--- src/rtl/alarm_fsm_if.sv ---
// Keypad, sensor and indicator signals shared between the alarm controller
// and its surroundings (keypad scanner, sensor wiring, siren/indicator block).
interface alarm_fsm_if;
  logic       key_valid;
  logic [3:0] key_digit;
  logic [3:0] sensor;
  logic [1:0] state;
  logic       delay;
  logic       code_ok;
  logic       code_err;

  modport master (
    output key_valid, key_digit, sensor,
    input  state, delay, code_ok, code_err
  );

  modport slave (
    input  key_valid, key_digit, sensor,
    output state, delay, code_ok, code_err
  );
endinterface

--- src/rtl/alarm_fsm.sv ---
// Keypad-armed intruder alarm: 4-digit code entry, exit/entry delays,
// instant and delayed sensor zones, timed alarm with automatic re-arm.
module alarm_fsm #(
  parameter logic [15:0] CODE         = 16'h1234,
  parameter int          EXIT_CYCLES  = 20,
  parameter int          ENTRY_CYCLES = 10,
  parameter int          ALARM_CYCLES = 50
) (
  input  logic       clk,
  input  logic       rst,
  alarm_fsm_if.slave bus
);

  localparam int MAX_A   = (EXIT_CYCLES > ENTRY_CYCLES) ? EXIT_CYCLES : ENTRY_CYCLES;
  localparam int MAX_CYC = (MAX_A > ALARM_CYCLES) ? MAX_A : ALARM_CYCLES;
  localparam int CNT_W   = (MAX_CYC > 1) ? $clog2(MAX_CYC + 1) : 1;

  // Counters load length-1 and leave their state when they reach zero.
  localparam logic [CNT_W-1:0] EXIT_LOAD  = CNT_W'(EXIT_CYCLES - 1);
  localparam logic [CNT_W-1:0] ENTRY_LOAD = CNT_W'(ENTRY_CYCLES - 1);
  localparam logic [CNT_W-1:0] ALARM_LOAD = CNT_W'(ALARM_CYCLES - 1);
  localparam logic [CNT_W-1:0] CNT_ONE    = CNT_W'(1);

  typedef enum logic [2:0] {
    S_IDLE,
    S_EXIT,
    S_ARMED,
    S_ENTRY,
    S_ALARM
  } state_t;

  function automatic logic [1:0] enc_state(input state_t s);
    case (s)
      S_EXIT, S_ARMED, S_ENTRY: enc_state = 2'b01;
      S_ALARM:                  enc_state = 2'b10;
      default:                  enc_state = 2'b00;
    endcase
  endfunction

  state_t           r_state;
  state_t           w_next;
  logic [CNT_W-1:0] r_cnt;
  logic [CNT_W-1:0] w_cnt_nxt;
  logic [3:0]       r_sync_p0;
  logic [3:0]       r_sync_p1;
  logic [11:0]      r_buf;
  logic [1:0]       r_dcnt;
  logic [1:0]       r_err;
  logic [1:0]       w_err_nxt;
  logic [1:0]       r_state_o;
  logic             r_delay;
  logic             r_ok;
  logic             r_err_pulse;

  logic w_digit, w_clear, w_fourth, w_match, w_wrong, w_err_trip;
  logic w_instant, w_door;

  // Stage p0/p1: two-flop synchronizer for the asynchronous sensor levels
  always_ff @(posedge clk) begin
    if (rst) begin
      r_sync_p0 <= 4'd0;
      r_sync_p1 <= 4'd0;
    end else begin
      r_sync_p0 <= bus.sensor;
      r_sync_p1 <= r_sync_p0;
    end
  end

  assign w_instant = |r_sync_p1[3:1];
  assign w_door    = r_sync_p1[0];

  // Only three digits are ever stored: the fourth is compared on arrival.
  assign w_digit  = bus.key_valid && (bus.key_digit <= 4'd9);
  assign w_clear  = bus.key_valid && (bus.key_digit == 4'hF);
  assign w_fourth = w_digit && (r_dcnt == 2'd3);
  assign w_match  = w_fourth && ({r_buf, bus.key_digit} == CODE);
  assign w_wrong  = w_fourth && !w_match;

  always_ff @(posedge clk) begin
    if (rst) begin
      r_buf  <= 12'd0;
      r_dcnt <= 2'd0;
    end else if (w_clear || w_fourth) begin
      r_buf  <= 12'd0;
      r_dcnt <= 2'd0;
    end else if (w_digit) begin
      r_buf  <= {r_buf[7:0], bus.key_digit};
      r_dcnt <= r_dcnt + 2'd1;
    end
  end

  always_comb begin
    w_err_nxt = r_err;
    if (w_match)
      w_err_nxt = 2'd0;
    else if (w_wrong && (r_err != 2'd3))
      w_err_nxt = r_err + 2'd1;
  end

  assign w_err_trip = w_wrong && (w_err_nxt == 2'd3);

  always_ff @(posedge clk) begin
    if (rst) r_err <= 2'd0;
    else     r_err <= w_err_nxt;
  end

  always_ff @(posedge clk) begin
    if (rst) begin
      r_state <= S_IDLE;
      r_cnt   <= '0;
    end else begin
      r_state <= w_next;
      r_cnt   <= w_cnt_nxt;
    end
  end

  // Branch order inside each state encodes the same-cycle priority.
  always_comb begin
    w_next    = r_state;
    w_cnt_nxt = r_cnt;
    case (r_state)
      S_IDLE: begin
        if (w_match) begin
          w_next    = S_EXIT;
          w_cnt_nxt = EXIT_LOAD;
        end
      end
      S_EXIT: begin
        if (w_match) begin
          w_next    = S_IDLE;
          w_cnt_nxt = '0;
        end else if (r_cnt == '0) begin
          w_next = S_ARMED;
        end else begin
          w_cnt_nxt = r_cnt - CNT_ONE;
        end
      end
      S_ARMED: begin
        if (w_match) begin
          w_next    = S_IDLE;
          w_cnt_nxt = '0;
        end else if (w_err_trip || w_instant) begin
          w_next    = S_ALARM;
          w_cnt_nxt = ALARM_LOAD;
        end else if (w_door) begin
          w_next    = S_ENTRY;
          w_cnt_nxt = ENTRY_LOAD;
        end
      end
      S_ENTRY: begin
        if (w_match) begin
          w_next    = S_IDLE;
          w_cnt_nxt = '0;
        end else if (w_err_trip || w_instant || (r_cnt == '0)) begin
          w_next    = S_ALARM;
          w_cnt_nxt = ALARM_LOAD;
        end else begin
          w_cnt_nxt = r_cnt - CNT_ONE;
        end
      end
      S_ALARM: begin
        if (w_match) begin
          w_next    = S_IDLE;
          w_cnt_nxt = '0;
        end else if (r_cnt == '0) begin
          w_next = S_ARMED;
        end else begin
          w_cnt_nxt = r_cnt - CNT_ONE;
        end
      end
      default: begin
        w_next    = S_IDLE;
        w_cnt_nxt = '0;
      end
    endcase
  end

  always_ff @(posedge clk) begin
    if (rst) begin
      r_state_o   <= 2'b00;
      r_delay     <= 1'b0;
      r_ok        <= 1'b0;
      r_err_pulse <= 1'b0;
    end else begin
      r_state_o   <= enc_state(w_next);
      r_delay     <= (w_next == S_EXIT) || (w_next == S_ENTRY);
      r_ok        <= w_match;
      r_err_pulse <= w_wrong;
    end
  end

  assign bus.state    = r_state_o;
  assign bus.delay    = r_delay;
  assign bus.code_ok  = r_ok;
  assign bus.code_err = r_err_pulse;

endmodule

--- src/flat_wrapper.sv ---
// flat-port wrapper written by rule: the top's interface ports become plain ports
module alarm_fsm_flat 
#(
  parameter logic [15:0] CODE         = 16'h1234,
  parameter int          EXIT_CYCLES  = 20,
  parameter int          ENTRY_CYCLES = 10,
  parameter int          ALARM_CYCLES = 50
)
  (clk, rst, bus_key_valid, bus_key_digit, bus_sensor, bus_state, bus_delay, bus_code_ok, bus_code_err);
  alarm_fsm_if bus_i ();
  input  logic clk;
  input  logic rst;
  input wire logic [$bits(bus_i.key_valid)-1:0] bus_key_valid;
  input wire logic [$bits(bus_i.key_digit)-1:0] bus_key_digit;
  input wire logic [$bits(bus_i.sensor)-1:0] bus_sensor;
  output wire logic [$bits(bus_i.state)-1:0] bus_state;
  output wire logic [$bits(bus_i.delay)-1:0] bus_delay;
  output wire logic [$bits(bus_i.code_ok)-1:0] bus_code_ok;
  output wire logic [$bits(bus_i.code_err)-1:0] bus_code_err;
  assign bus_i.key_valid = bus_key_valid;
  assign bus_i.key_digit = bus_key_digit;
  assign bus_i.sensor = bus_sensor;
  assign bus_state = bus_i.state;
  assign bus_delay = bus_i.delay;
  assign bus_code_ok = bus_i.code_ok;
  assign bus_code_err = bus_i.code_err;
  alarm_fsm #(.CODE(CODE), .EXIT_CYCLES(EXIT_CYCLES), .ENTRY_CYCLES(ENTRY_CYCLES), .ALARM_CYCLES(ALARM_CYCLES)) u_core (.clk(clk), .rst(rst), .bus(bus_i));
endmodule
--- config.mk ---
export PLATFORM = sky130hd
export DESIGN_NAME = alarm_fsm_flat
export DESIGN_NICKNAME = d
export VERILOG_FILES = /design/src/rtl/alarm_fsm_if.sv /design/src/rtl/alarm_fsm.sv /design/src/flat_wrapper.sv
export SDC_FILE = /design/constraint.sdc
export NUM_CORES = 1
export LEC_CHECK = 0
export ABC_AREA = 1
export BUFFER_PORTS_ARGS = -buffer_cell sky130_fd_sc_hd__buf_2
export CAP_MARGIN = 10
export CORE_ASPECT_RATIO = 1.1
export CORE_UTILIZATION = 51
export CTS_CLUSTER_DIAMETER = 50
export DETAILED_ROUTE_END_ITERATION = 10
export MAX_ROUTING_LAYER = met4
export PLACE_DENSITY = 0.7
export SYNTH_ARGS = -nofsm -noshare
export SYNTH_HDL_FRONTEND = slang
export SYNTH_SLANG_ARGS = --single-unit
export TNS_END_PERCENT = 5
--- constraint.sdc ---
create_clock -name clk -period 4.9 [get_ports clk]
set_input_delay 0.49 -clock clk [delete_from_list [all_inputs] [get_ports clk]]
set_output_delay 0.49 -clock clk [all_outputs]
set_load 0.1 [all_outputs]
# == Yosys cells after proc, flatten, opt, wreduce, memory -nomap -nowiden ==
# Index checks and enable logic that the tools add are counted.
# totals
reg_bits,38
in_bits,11
output_inout_bits,5
word_cells,71
# op_classes
n_addsub,3
n_lt_le_gt_ge,1
eq_ne,16
mux,21
reduce_logical,19
# op_table
operator,n
$mux 6,8
$mux 3,8
$pmux 6 s4,1
$eq 16x13->1 const B,1
$eq 3x2->1 const B,4
$pmux 3 s4,1
$logic_and 1x1->1,7
$eq 3x1->1 const B,2
$eq 3x3->1 const B,2
$logic_not 6->1,1
$reduce_or 3->1,2
$sub 6x1->6 const B,1
$add 2x1->2 const B,2
$eq 2x2->1 const B,2
$eq 4x4->1 const B,1
$le 4x4->1 const B,1
$logic_or 1x1->1,4
$mux 2,2
$ne 4x1->1 const B,1
$pmux 2 s2,1
$reduce_or 2->1,2
$logic_not 3->1,1
$ne 3x2->1 const B,1
$reduce_and 3->1,1
3 further kinds,3

# == Longest topological paths before layout ==
# logic_depth
word_depth,19
ltp_mapped,16
ltp_nobuf,16

# == Worst setup path after synthesis ==
# No wires, ideal clock.
# synth_path
path_type,input-to-reg
startpoint,input bus_key_digit[3]
endpoint,register u_core.r_state_o[0] (netlist: u_core.bus.state[0])
setup_time_ns,0.119
arrival_time_ns,1.723
t_required_ns,4.781
setup_slack_ns,3.058
stages,14
n_path_buf,0
cell_sequence,nand2_1 nand3_4 nor2_4 nand3_2 nand2_1 nand2_1 nor2_1 nand2_2 nand2_2 nor2_2 o21ai_1 o21ai_1 o21ai_2 nand2_1
# synth_between
elab_chain_len,19
word_cells_on_any_way,27
classes_between,1 x order compare; 6 x eq/ne; 10 x mux; 10 x reduce/logical
# synth_lines
element,line_no,source
start: declaration,flat_wrapper.sv:14,input wire logic [$bits(bus_i.key_digit)-1:0] bus_key_digit;
$le 4x4->1,alarm_fsm.sv:73,assign w_digit = bus.key_valid && (bus.key_digit <= 4'd9);
$logic_and 1x1->1,alarm_fsm.sv:73,
$logic_and 1x1->1,alarm_fsm.sv:75,assign w_fourth = w_digit && (r_dcnt == 2'd3);
$logic_and 1x1->1,alarm_fsm.sv:76,"assign w_match = w_fourth && ({r_buf, bus.key_digit} == CODE);"
$logic_not 1->1,alarm_fsm.sv:77,assign w_wrong = w_fourth && !w_match;
$logic_and 1x1->1,alarm_fsm.sv:77,
$logic_and 1x1->1,alarm_fsm.sv:96,else if (w_wrong && (r_err != 2'd3))
$mux 2,alarm_fsm.sv:96,
[3 not listed],n/a,
$logic_or 1x1->1,"alarm_fsm.sv:142, alarm_fsm.sv:154",
$logic_or 1x1->1,alarm_fsm.sv:154,end else if (w_err_trip || w_instant || (r_cnt == '0)) begin
$mux 3,alarm_fsm.sv:154,
$mux 3,alarm_fsm.sv:151,if (w_match) begin
$pmux 3 s4 *,alarm_fsm.sv:121,case (r_state)
$eq 3x2->1 or $eq 3x1->1 (tied branches),alarm_fsm.sv:33,case (s)
$reduce_or 3->1,alarm_fsm.sv:33,
$pmux 2 s2 *,alarm_fsm.sv:33,
end signal: assignment,alarm_fsm.sv:185,r_state_o <= enc_state(w_next);
end: declaration,alarm_fsm.sv:50,logic [1:0] r_state_o;
# Mark *: on every way between the ends. The rest lies on a longest branch, timed or not.
# A chain may end at the register's enable or synchronous reset.

# == Worst setup path after layout ==
# Same ends and word-level chain as after synthesis.

==> summary.txt <==
Routing
  – Via count: 1,623
  – Vias/cell: 4.92
  – DRC: 0
  – WL final: ~3500 µm
  – Routed wire per std cell: 10.6 µm
  – DRT iter0 DRCs: 88
  – Drt pass-1 iters: 4
  – Antenna-violating nets left: 0

Outcome
  – Status: completed

Synthesis
  – Syn Nets: 280
  – Number of synthesized register bits: 38
  – Mapped Cells: 265
  – Simple logic cell fraction of the synthesized area: 33.6%
  – Post-synthesis mux area share: 0%
  – Syn avg cell area: 6.96 µm²
  – Largest family of logic cells by synthesized area: simple AND/OR/NAND/NOR gates
  – Warnings from Yosys: 0
  – Post-Synth Adder-Cell Area: 2.71%
  – Post-Synth XOR/XNOR Area: 1.90%
  – Synth Area in Compound Gates: under 10%
  – Synth Cell Area: 1840 µm²
  – Netlist cell types: 27
  – Sequential share of the synthesized area: 41.2%

Clock network
  – # clock sinks: 38
  – Htree depth: 2
  – CTS Buffer Depth: 2
  – CTS tree: built
  – Clock Latency Late Sink: 340 ps
  – CTS resizes: 0
  – CTS hold repair buffers: 0
  – Total clock buffers created by CTS: 5
  – Clk root buf: clkbuf_4
  – Postcts setup bufs: 0
  – Clock transition at path regs: between 100 and 150 ps

Floorplan
  – I/O pin count: 16
  – Placeable Area: 3390 µm²
  – Die area: 3860 µm²
  – Core Rows: 22
  – Chip width: 59.3 µm
  – Die Y: 65.1 µm
  – Starting Density: 54.5%

Critical path
  – Worst R2R Start: u_core.r_buf[6]$_SDFFE_PP0P_
  – Worst path slowest cell: nand2_1
  – Critical path capture point type: register
  – Critical path required time: 5130 ps
  – Setup crit start: bus_key_digit[3]
  – Critical Path Start Type: input pin
  – Crit Path Class: input pin to register
  – Crit-path max FO: 17
  – CP Data Arrival Time: 2470 ps
  – Max stage delay on crit path: between 300 and 400 ps
  – CP delay by family, top: simple AND/OR/NAND/NOR gates
  – Buffers & Inverters on Critical Path: 1
  – Most numerous cell on the critical path: nand2_1
  – Critical Path, Cell by Cell: buf_2, nand2_1, nand3_4, nor2_4, nand3_2, nand2_1, nand2_1, nor2_1, nand2_2, nand2_2, nor2_2, o21ai_1, o21ai_1, o21ai_2, nand2_1

Cells and area
  – Fin area: 2040 µm²
  – Leading cell types in the layout, fill and taps excluded: 55 x nand2_1, 42 x inv_1, 38 x nor2_1, 38 x dfxtp_1, 19 x a21oi_1
  – Antenna cells: 0
  – Final #Nets: 296
  – Fraction of layout cells with a size suffix above 1: between 10 and 15%
  – Synthesis-to-layout area growth: 10.4%
  – Commonest non-fill, non-tap cell in the layout: nand2_1
  – Fillers: 330

Global routing
  – Largest net degree at the start of global routing: 20
  – First-pass GRT wire length: 5930 µm
  – Antenna violations before repair: 0
  – Vias in the first global route: about 1,500
  – GRT Total Usage: 20.7%
  – Grt ovf: 0

STA
  – Relative slew slack: 65.1%
  – Fin Setup TNS: 0 ps
  – Final hold violation count: 0
  – Tmin final: 2240 ps
  – Final period utilization: approximately 46%
  – Slew @ Worst Pin: 520 ps
  – Clk_skew: 11.5 ps
  – Max Slew Vio Count: 0
  – Max frequency: 446 MHz
  – RSZ-0062 raised after global routing: no
  – Final setup viols: 0

Pwr
  – Pleak: approximately 0.93 nW
  – Peak supply drop: 0.000234 V
  – Tot Pwr: roughly 0.56 mW
  – Power Density: 273 nW/µm²

Hold path
  – HP Start: bus_sensor[0]
  – Min-delay worst type: input pin to register

Place
  – Placed Area: 1960 µm²
  – GPL Wtd Cong: 0.933
  – DP HPWL: roughly 2600 µm
  – IO Port Bufs: 15

Run
  – Max-capacitance violation count: 0
-- registers in the layout, indices dropped and copies added, names as in the netlist --
signal	cells
u_core.bus.code_ok	1
u_core.r_err	2
u_core.bus.code_err	1
u_core.bus.state	2
u_core.r_buf	12
u_core.r_sync_p0	4
u_core.r_dcnt	2
u_core.r_sync_p1	4
u_core.bus.delay	1
u_core.r_cnt	6
u_core.r_state	3
-- where the power goes --
part | switching (mW) | internal (mW) | leakage, nW | total, mW
registers | 0.00374 | 0.315 | 0.309 | 0.319
clock network | 0.0982 | 0.106 | 0.0450 | 0.204
logic | 0.0225 | 0.0114 | 0.575 | 0.0339
total | 0.124 | 0.432 | 0.928 | 0.557
-- tightest hold or removal path, delay by kind of cell --
kind	cells	cell delay, ps
AND/OR/NAND/NOR	1	30
buffers and inverters	2	130
-- synthesized netlist by cell type --
library cell,instances,area (µm²)
nand2_1,55,206
inv_1,42,158
dfxtp_1,38,761
nor2_1,38,143
a21oi_1,19,95.1
nand4_1,18,113
o21ai_1,7,35.0
clkbuf_1,5,18.8
ha_1,4,50.1
nand2_2,4,25.0
nand3_1,4,20.0
nand3_2,4,40.0
nor3_1,4,20.0
o21ai_0,4,20.0
inv_2,3,11.3
xor2_1,3,26.3
a22oi_1,2,15.0
nor2_2,2,12.5
buf_1,1,3.75
buf_2,1,5.00
nand3_4,1,17.5
nor2_4,1,11.3
nor4_1,1,6.26
o211ai_1,1,7.51
o21ai_2,1,8.76
or2_2,1,6.26
xnor2_1,1,8.76
-- routing by layer --
metal	share of wire, %	wire, µm	vias up	GRT usage, %
met5	0	0	-	-
met4	1.4	48	0	11.6
met3	3.0	105	4	3.59
met2	47	1640	25	32.0
met1	49	1700	719	25.1
li1	-	-	875	-
-- cell families after synthesis --
group | Yosys count
AND/OR/NAND/NOR | 133
AO/OA/AOI/OAI | 34
XOR/XNOR | 4
buffers and inverters | 52
adder cells (fa/ha/maj) | 4
flip-flops | 38
-- final timing paths --
path | to | slack (ps) | cells after the start
worst min-delay path | u_core.r_sync_p0[0]$_SDFF_PP0_ | 340 | 3
worst max-delay path | u_core.bus.state[0]$_SDFF_PP0_ | 2660 | 15
worst max register to register | u_core.r_state[2]$_SDFF_PP0_ | 2940 | 12
worst min register to register | u_core.r_sync_p1[3]$_SDFF_PP0_ | 410 | 2
-- metrics by stage --
step                hold slack, ps  util [%]  setup WS [ps]  std cells
CTS                            330      60.2           2700        330
global placement               391      57.9           2410        322
detailed placement             395      57.9           2360        322
global route                   330      60.2           2480        330
finish                         339      60.2           2660        330
floorplan                      388         -           3060        265
-- final cells by class --
type	instances	area, µm²	area share (%)
multi-input combinational	175	887	43.6
sequential	38	761	37.3
tap	48	60.1	2.95
inverter	45	169	8.29
clock buffer	5	37.5	1.84
timing repair buffer	16	82.6	4.05
clock inverter	3	40.0	1.97
Power figures use the tool's default switching activity.
